**src/rtl/rv32i_types.sv**
```systemverilog
// Shared types and constants for the instruction fetch alignment path.
package rv32i_types;

   typedef enum logic {
      RUN  = 1'b0,
      DROP = 1'b1
   } align_state_t;

   localparam logic [31:0] RESET_PC = 32'h0000_0060;

   function automatic logic [31:0] halfword_pc(input logic [31:0] pc);
      return pc & ~32'h1;
   endfunction

endpackage

```
**src/rtl/halfword_queue.sv**
```systemverilog
// Circular halfword queue: writes a fetch word (minus leading skipped halfwords),
// pops one or two halfwords, and exposes the two oldest entries.
module halfword_queue #(
   parameter int DEPTH_HW = 8,
   parameter int PUSH_HW  = 2,
   localparam int PTR_W   = $clog2(DEPTH_HW),
   localparam int CNT_W   = $clog2(DEPTH_HW + 1),
   localparam int SKIP_W  = $clog2(PUSH_HW)
) (
   input  logic                   clk,
   input  logic                   rst_n,
   input  logic                   i_clr,
   input  logic                   i_push,
   input  logic [SKIP_W-1:0]      i_push_skip,
   input  logic [PUSH_HW*16-1:0]  i_push_data,
   input  logic                   i_pop,
   input  logic                   i_pop_two,
   output logic [15:0]            o_hw0,
   output logic [15:0]            o_hw1,
   output logic [CNT_W-1:0]       o_count
);

   logic [15:0]      r_mem [DEPTH_HW];
   logic [PTR_W-1:0] r_rd_ptr;
   logic [PTR_W-1:0] r_wr_ptr;
   logic [CNT_W-1:0] r_count;
   logic [CNT_W-1:0] w_push_n;
   logic [CNT_W-1:0] w_pop_n;

   always_comb begin
      w_push_n = '0;
      w_pop_n  = '0;
      if (i_push)
         w_push_n = CNT_W'(PUSH_HW) - CNT_W'(i_push_skip);
      if (i_pop)
         w_pop_n = i_pop_two ? CNT_W'(2) : CNT_W'(1);
   end

   always_ff @(posedge clk or negedge rst_n) begin
      if (!rst_n) begin
         r_rd_ptr <= '0;
         r_wr_ptr <= '0;
         r_count  <= '0;
      end else if (i_clr) begin
         r_rd_ptr <= '0;
         r_wr_ptr <= '0;
         r_count  <= '0;
      end else begin
         r_rd_ptr <= r_rd_ptr + PTR_W'(w_pop_n);
         r_wr_ptr <= r_wr_ptr + PTR_W'(w_push_n);
         r_count  <= r_count + w_push_n - w_pop_n;
      end
   end

   // Storage holds data only; validity is tracked entirely by r_count.
   always_ff @(posedge clk) begin
      if (i_push && !i_clr) begin
         for (int i = 0; i < PUSH_HW; i++) begin
            if (i >= int'(i_push_skip))
               r_mem[r_wr_ptr + PTR_W'(i - int'(i_push_skip))] <= i_push_data[16*i +: 16];
         end
      end
   end

   assign o_hw0   = r_mem[r_rd_ptr];
   assign o_hw1   = r_mem[r_rd_ptr + PTR_W'(1)];
   assign o_count = r_count;

endmodule

```
**src/rtl/fetch_align_buffer.sv**
```systemverilog
// Splits imem fetch words into 16/32-bit instructions with their byte PCs.
// state | meaning
// RUN   | queue holds halfwords from the current fetch stream
// DROP  | after flush/reset: queue empty, next push is trimmed to the target PC
module fetch_align_buffer
   import rv32i_types::*;
#(
   parameter int FETCH_W  = 32,
   parameter int DEPTH_HW = 8
) (
   input  logic               clk,
   input  logic               rst_n,
   input  logic               flush,
   input  logic [31:0]        flush_pc,
   input  logic               fetch_valid,
   output logic               fetch_ready,
   input  logic [FETCH_W-1:0] fetch_data,
   output logic               ins_valid,
   input  logic               ins_ready,
   output logic [31:0]        ins_ir,
   output logic [31:0]        ins_pc,
   output logic               ins_compressed,
   output logic [31:0]        retired_count
);

   localparam int PUSH_HW = FETCH_W / 16;
   localparam int SKIP_W  = $clog2(PUSH_HW);
   localparam int CNT_W   = $clog2(DEPTH_HW + 1);

   align_state_t      r_state;
   align_state_t      w_state_next;
   logic [31:0]       r_ins_pc;
   logic [31:0]       r_retired;
   logic [15:0]       w_hw0;
   logic [15:0]       w_hw1;
   logic [CNT_W-1:0]  w_count;
   logic [SKIP_W-1:0] w_skip;
   logic              w_push;
   logic              w_pop;
   logic              w_full_ins;

   halfword_queue #(
      .DEPTH_HW (DEPTH_HW),
      .PUSH_HW  (PUSH_HW)
   ) u_queue (
      .clk         (clk),
      .rst_n       (rst_n),
      .i_clr       (flush),
      .i_push      (w_push),
      .i_push_skip (w_skip),
      .i_push_data (fetch_data),
      .i_pop       (w_pop),
      .i_pop_two   (w_full_ins),
      .o_hw0       (w_hw0),
      .o_hw1       (w_hw1),
      .o_count     (w_count)
   );

   // While in DROP ins_pc still holds the redirect target, so its low bits
   // select where in the first fetch word the stream actually begins.
   assign w_skip      = (r_state == DROP) ? r_ins_pc[SKIP_W:1] : '0;
   assign fetch_ready = (CNT_W'(DEPTH_HW) - w_count) >= CNT_W'(PUSH_HW);
   assign w_push      = fetch_valid & fetch_ready & ~flush;
   assign w_full_ins  = (w_hw0[1:0] == 2'b11);

   always_comb begin
      ins_valid = 1'b0;
      if (r_state == RUN)
         ins_valid = w_full_ins ? (w_count >= CNT_W'(2)) : (w_count != '0);
   end

   assign w_pop          = ins_valid & ins_ready & ~flush;
   assign ins_compressed = ins_valid & ~w_full_ins;
   assign ins_ir         = !ins_valid ? 32'h0 :
                           w_full_ins ? {w_hw1, w_hw0} : {16'h0000, w_hw0};
   assign ins_pc         = r_ins_pc;
   assign retired_count  = r_retired;

   always_ff @(posedge clk or negedge rst_n) begin
      if (!rst_n)
         r_state <= DROP;
      else
         r_state <= w_state_next;
   end

   always_comb begin
      w_state_next = r_state;
      if (flush)
         w_state_next = DROP;
      else if (r_state == DROP && w_push)
         w_state_next = RUN;
   end

   always_ff @(posedge clk or negedge rst_n) begin
      if (!rst_n) begin
         r_ins_pc  <= RESET_PC;
         r_retired <= '0;
      end else begin
         if (flush)
            r_ins_pc <= halfword_pc(flush_pc);
         else if (w_pop)
            r_ins_pc <= r_ins_pc + (w_full_ins ? 32'd4 : 32'd2);
         if (w_pop)
            r_retired <= r_retired + 32'd1;
      end
   end

endmodule

```
**config.mk**
```make
export PLATFORM = sky130hd
export DESIGN_NAME = fetch_align_buffer
export DESIGN_NICKNAME = d
export VERILOG_FILES = /design/src/rtl/rv32i_types.sv /design/src/rtl/halfword_queue.sv /design/src/rtl/fetch_align_buffer.sv
export SDC_FILE = /design/constraint.sdc
export NUM_CORES = 1
export LEC_CHECK = 0
export CELL_PAD_IN_SITES_DETAIL_PLACEMENT = 1
export CELL_PAD_IN_SITES_GLOBAL_PLACEMENT = 2
export CORE_MARGIN = 5
export CORE_UTILIZATION = 41
export DETAILED_ROUTE_END_ITERATION = 16
export PLACE_DENSITY = 0.85
export SYNTH_ARGS = -nofsm -noshare
export SYNTH_HDL_FRONTEND = slang
export SYNTH_SLANG_ARGS = --single-unit
```
**constraint.sdc**
```tcl
create_clock -name clk -period 7.8 [get_ports clk]
set_input_delay 1.56 -clock clk [delete_from_list [all_inputs] [get_ports clk]]
set_output_delay 1.56 -clock clk [all_outputs]
set_load 0.02 [all_outputs]
```
# Yosys cells after proc, flatten, opt, wreduce, memory -nomap -nowiden
# Memory sizes are Yosys's and may differ from the RTL's.
# Cells that the tools add are included.
# Widths: inputs -> output; s select.
[totals]
ff_bits = 75
mem_bits_rw = 128
in_bits = 69
output_inout_bits = 99
elab_cells = 58
mem_count = 1
[memory_table]
columns = ["name", "words", "width", "rd", "rd_ports_with_merged_regs", "write_ports", "line_no", "text"]
rows = [
  ["u_queue.r_mem", 8, 16, 2, 0, 2, "halfword_queue.sv:23", "logic [15:0] r_mem [DEPTH_HW];"],
]
[classes]
addsub = 13
magnitude_cmp = 3
eq_ne = 1
n_mux = 21
bitwise = 7
reduce_logical = 6
[ops]
columns = ["cell", "n"]
rows = [
  ["$mux 32", 4],
  ["$add 32x1->32 const B", 1],
  ["$add 32x3->32", 1],
  ["$add 3x3->3", 4],
  ["$mux 4", 3],
  ["$mux 1", 10],
  ["$mux 3", 3],
  ["$ge 4x2->1 const B", 2],
  ["$and 1x1->1", 5],
  ["$add 4x4->4", 1],
  ["$reduce_bool 2->1", 2],
  ["$reduce_bool 4->1", 1],
  ["$sub 1x1->2 const A", 2],
  ["$sub 4x4->4", 1],
  ["$sub 4x4->4 const A", 1],
  ["$add 3x1->3 const B", 1],
  ["$sub 2x1->3 const A", 1],
  ["$eq 2x2->1 const B", 1],
  ["$logic_and 1x1->1", 2],
  ["$mux 2", 1],
  ["$not 1->1", 2],
  ["$ge 1x1->1 const A", 1],
  ["$logic_not 1->1", 1],
]

# Logic depth before layout (Yosys ltp)
# An unclocked memory read counts as a cell.
[logic_depth]
depth_word = 9
mapped_depth = 13
ltp_nobuf = 13

# By module
# A second synthesis with hierarchy kept.
[unflattened]
cells_unflattened = 865
area_unflattened_um2 = 11855.1
[modules_own_cells]
columns = ["mod", "n_inst", "cells_each", "area_per_inst_um2", "seq_area_each_um2"]
rows = [
  ["halfword_queue", 1, 472, 8146.6, 4093.9],
  ["fetch_align_buffer", 1, 393, 3708.6, 1605.3],
]

# Worst setup path after synthesis
# No wires, ideal clock.
[synth_path]
kind = "register -> output"
startpoint = "register u_queue.r_rd_ptr[0]"
endpoint = "output port ins_ir[21]"
t_arrival_ns = 2.528
required_ns = 6.240
setup_slack_ns = 3.712
stages_incl_launch_ff = 10
n_path_buf = 3
path_cell_list = "dfrtp_1 buf_6 mux4_2 mux2i_1 nor2_2 inv_2 or3_1 clkbuf_1 clkbuf_1 a21oi_1"
[synth_via]
elab_chain_cells = 5
elab_cells_between_ends = 7
cone_classes = "1 x add/sub; 1 x eq/ne; 4 x mux; 1 x memory"
[synth_lines]
columns = ["item", "line_no", "text"]
rows = [
  ["start: declaration", "halfword_queue.sv:24", "logic [PTR_W-1:0] r_rd_ptr;"],
  ["start signal: assignment", "halfword_queue.sv:49", "r_rd_ptr <= r_rd_ptr + PTR_W'(w_pop_n);"],
  ["$mem_v2 8x16 (*)", "-", ""],
  ["$eq 2x2->1", "fetch_align_buffer.sv:64", "assign w_full_ins = (w_hw0[1:0] == 2'b11);"],
  ["$mux 1", "fetch_align_buffer.sv:69", "ins_valid = w_full_ins ? (w_count >= CNT_W'(2)) : (w_count != '0);"],
  ["$mux 1", "fetch_align_buffer.sv:68", "if (r_state == RUN)"],
  ["$mux 32 (*)", "fetch_align_buffer.sv:74", "assign ins_ir = !ins_valid ? 32'h0 :"],
  ["end: declaration", "fetch_align_buffer.sv:20", "output logic [31:0] ins_ir,"],
]
# Mark *: on every way between the ends. The rest lies on a longest branch, timed or not.

# Worst setup path in the final report
[layout_path]
startpoint = "register u_queue.r_rd_ptr[1]"
endpoint = "output port ins_ir[31]"
# Same word-level chain as after synthesis.

==> out/results.md <==
* 0 ns — setup_tns
* 22200 µm — Final HPWL DP
* 62 — number of standard-cell rows in the floorplan
* 34 — worst-path fanout max
* 0.06 ns — CTS clk-pin slew, worst paths
* 0 — max-slew violation count
* 0.384 — part of the power in registers
* 1.13 mW — switching component of the power
* 24.7% — Area Growth Syn to Fin
* 6.08 ns — shortest period the worst path allows
* output pin — category of the worst setup path capture point
* 17000 µm — wire length on met2
* 0.0285 mm² — core area
* 14800 µm — wl on met1
* 1 — H-tree lvl count
* sky130_fd_sc_hd__clkdlybuf4s50_1, sky130_fd_sc_hd__mux2_2, sky130_fd_sc_hd__edfxtp_1, sky130_fd_sc_hd__nand2_1, sky130_fd_sc_hd__dfrtp_1 — most used cells in the layout excluding fill and tap cells
* 5.18 nW — cell leakage power
* 0 — initial antenna violation count
* 0.366 — share of flip-flops with an asynchronous set or reset after synthesis
* 168 — Top Ports
* 179 µm — Chip Width
* 0.214 — GRT Util Overall
* 0 — number of setup violations in the final report
* reg2out — WS Path Type
* 3.28 ns — setup slack of the most critical reg-to-reg path
* 5 — iteration count of the initial detailed-routing pass
* 2.42 mW — internal cell power
* 447 — starting DRC count in detailed routing
* 0 — antenna cell count
* 0 — setup bufs post-CTS
* 0 — final hold vios
* 179 µm — die extent in y
* 52800 µm — global-route wire length before repair
* 0.412 — starting density of the core
* 0.53 ns — clock latency of the later-clocked register in the worst-skew pair
* 886 — gate count after technology mapping
* 977 — Net Count, Synth
* 164 MHz — maximum clock frequency
* 0 — CTS Hold Bufs
* 0.318 — switching fraction of total power
* sky130_fd_sc_hd__edfxtp_1 — most common flop cell mapped by yosys
* false — setup repair after global routing missed its margin
* 34600 µm — total detailed-routing wirelength
* sky130_fd_sc_hd__edfxtp_1 — dominant cell type by area after synthesis
* 0.160 mV — highest ir drop seen on vdd
* 13.2 µm² — Syn Area/Cell
* 0.264 — share of layout cells above drive strength 1
* 0.328 — Synth top area share
* 0.740 — routability congestion estimate
* 8795 — via count of the first global-routing pass
* 0 — post-cts resize count
* 57 — distinct cell type count after synthesis
* sky130_fd_sc_hd__clkbuf_16 — CTS Root Buffer Type
* 0 — number of warnings issued by yosys
* 1.17 ns — slew at the pin with the worst max-slew slack
* 6.24 ns — required time reported for the critical path endpoint
* 0.0146 mm² — cell area after layout
* 0.219 — worst rel slew slack
* 0.0321 mm² — Die ar.
* 0.486 — share of synthesized area occupied by flip-flops and latches
* 202 — post-synthesis register bit count
* 0.0133 ns — Fin Clk Skew
* flip-flop — CP startpoint kind
* 0.301 — Gate power share
* 0.0117 mm² — total standard cell area after synthesis
* 0 — remaining antenna violation count
* sky130_fd_sc_hd__edfxtp_1, sky130_fd_sc_hd__dfrtp_1, sky130_fd_sc_hd__mux2_2, sky130_fd_sc_hd__mux4_2, sky130_fd_sc_hd__xnor2_1 — cell types with the largest area share after synthesis
* 128 — number of flops mapped to enable cells by yosys
* met4 — Max Used Layer
* built — CTS tree
* 75 — pin count of the biggest net entering global routing
* 0 — Max Cap Violations
* 0.316 — clock power share
* 0.0138 mm² — Placed Area
* 0.780 — final critical-path share of the clock period
* 0 — residual overflow from global routing
* 1146 — Post-layout nets
* 0.513 — final core utilization
* 4.52 ns — data arrival time of the critical path
* 242 mW/mm² — Power Dens Cells
* 8262 — routed vias
* 165 — port bufs
* 1990 µm — met3 layer wire length in the routed design
* 23.7 µm — mean routed wirelength per cell
* finished clean — run status
* 202 — number of sinks on the clock net
* reg2reg — worst hold path type
* 25 — number of buffers created by CTS
* 5.67 — Via-to-Cell Ratio
* 3 — Bufs on Longest Clock Path
* 0 — detailed-route DRC error count
* sky130_fd_sc_hd__clkdlybuf4s50_1 — commonest non-fill, non-tap cell in the layout
==> cell usage after synthesis (all sizes together) (18+ instances only) <==
cell    count
mux2      136
buf        19
mux4       64
dfrtp      71
nand2      90
edfxtp    128
o21ai      34
xnor2      40
xor2       27
a21oi      24
mux2i      18
clkbuf     28
nor2       37
==> final timing paths <==
| kind | cells after the start | from | end |
|---|---|---|---|
| min in group asynchronous | 1 | rst_n | ins_pc[9]$_DFFE_PN0N_ |
| worst min-delay path | 1 | retired_count[31]$_DFFE_PN0N_ | retired_count[31]$_DFFE_PN0N_ |
| worst max register to register | 12 | u_queue.r_rd_ptr[1]$_DFF_PN0_ | ins_pc[31]$_DFFE_PN0N_ |
| worst min register to register | 1 | retired_count[31]$_DFFE_PN0N_ | retired_count[31]$_DFFE_PN0N_ |
| worst max-delay path | 8 | u_queue.r_rd_ptr[1]$_DFF_PN0_ | ins_ir[31] |
| max in group asynchronous | 1 | rst_n | u_queue.r_rd_ptr[0]$_DFF_PN0_ |
==> per-layer routing <==
metal	vias up	GRT usage
met4	0	0.0486
met1	4251	0.294
met3	46	0.0299
met2	254	0.362
li1	3711	-
met5	-	0
==> kinds of logic after synthesis <==
kind of cell | count (synthesis) | share of synthesized area
flops | 202 | 0.486
fa+ha+maj | 22 | 0.0273
compound gates | 93 | 0.0524
simple gates | 220 | 0.0914
buf+inv | 63 | 0.0233
other cells | 1 | 0.000320
mux | 218 | 0.269
xor+xnor | 67 | 0.0501
==> power groups by stage <==
stage          Clock [mW]  Combinational (mW)  Sequential (mW)
2_1_floorplan           0               0.630             1.38
3_3_place_gp            0                1.04             1.37
3_5_place_dp            0                1.07             1.38
4_1_cts              1.14                1.08             1.36
5_1_grt              1.19                1.15             1.37
6_report             1.12                1.07             1.36
==> metrics by stage <==
step | std cells | hold WS (ns) | power (mW) | setup slack [ns]
finish | 1456 | 0.484 | 3.54 | 1.72
global route | 1456 | 0.505 | 3.71 | 1.57
CTS | 1456 | 0.491 | 3.58 | 1.74
detailed placement | 1412 | 0.483 | 2.45 | 2.33
global placement | 1412 | 0.466 | 2.41 | 2.37
floorplan | 886 | 0.508 | 2.01 | 3.71
==> flip-flops by register name, summed over array words and instances, names as in the netlist <==
register and count:
u_queue.r_mem 128, retired_count 32, ins_pc 31, u_queue.o_count 4, u_queue.r_rd_ptr 3, u_queue.r_wr_ptr 3, r_state 1
==> critical path: stages (launching register included) <==
cell and delay (ns):
sky130_fd_sc_hd__dfrtp_1 0.32, sky130_fd_sc_hd__buf_4 0.49, sky130_fd_sc_hd__mux4_2 0.34, sky130_fd_sc_hd__mux2i_1 0.17, sky130_fd_sc_hd__nor2_2 0.53, sky130_fd_sc_hd__inv_2 0.16
sky130_fd_sc_hd__or3_1 0.81, sky130_fd_sc_hd__a21oi_1 0.47, sky130_fd_sc_hd__clkdlybuf4s50_1 0.68
==> area by class of cell <==
type / count / area [µm²]
Clock buffer: 38 / 714
Inverter: 16 / 60.1
Tap cell: 384 / 480
Timing Repair Buffer: 189 / 1820
Sequential cell: 202 / 5700
Multi-Input combinational cell: 621 / 5780
Fill cell: 2894 / 13900
Clock inverter: 6 / 55.1
(Power assumes the default switching activity.)
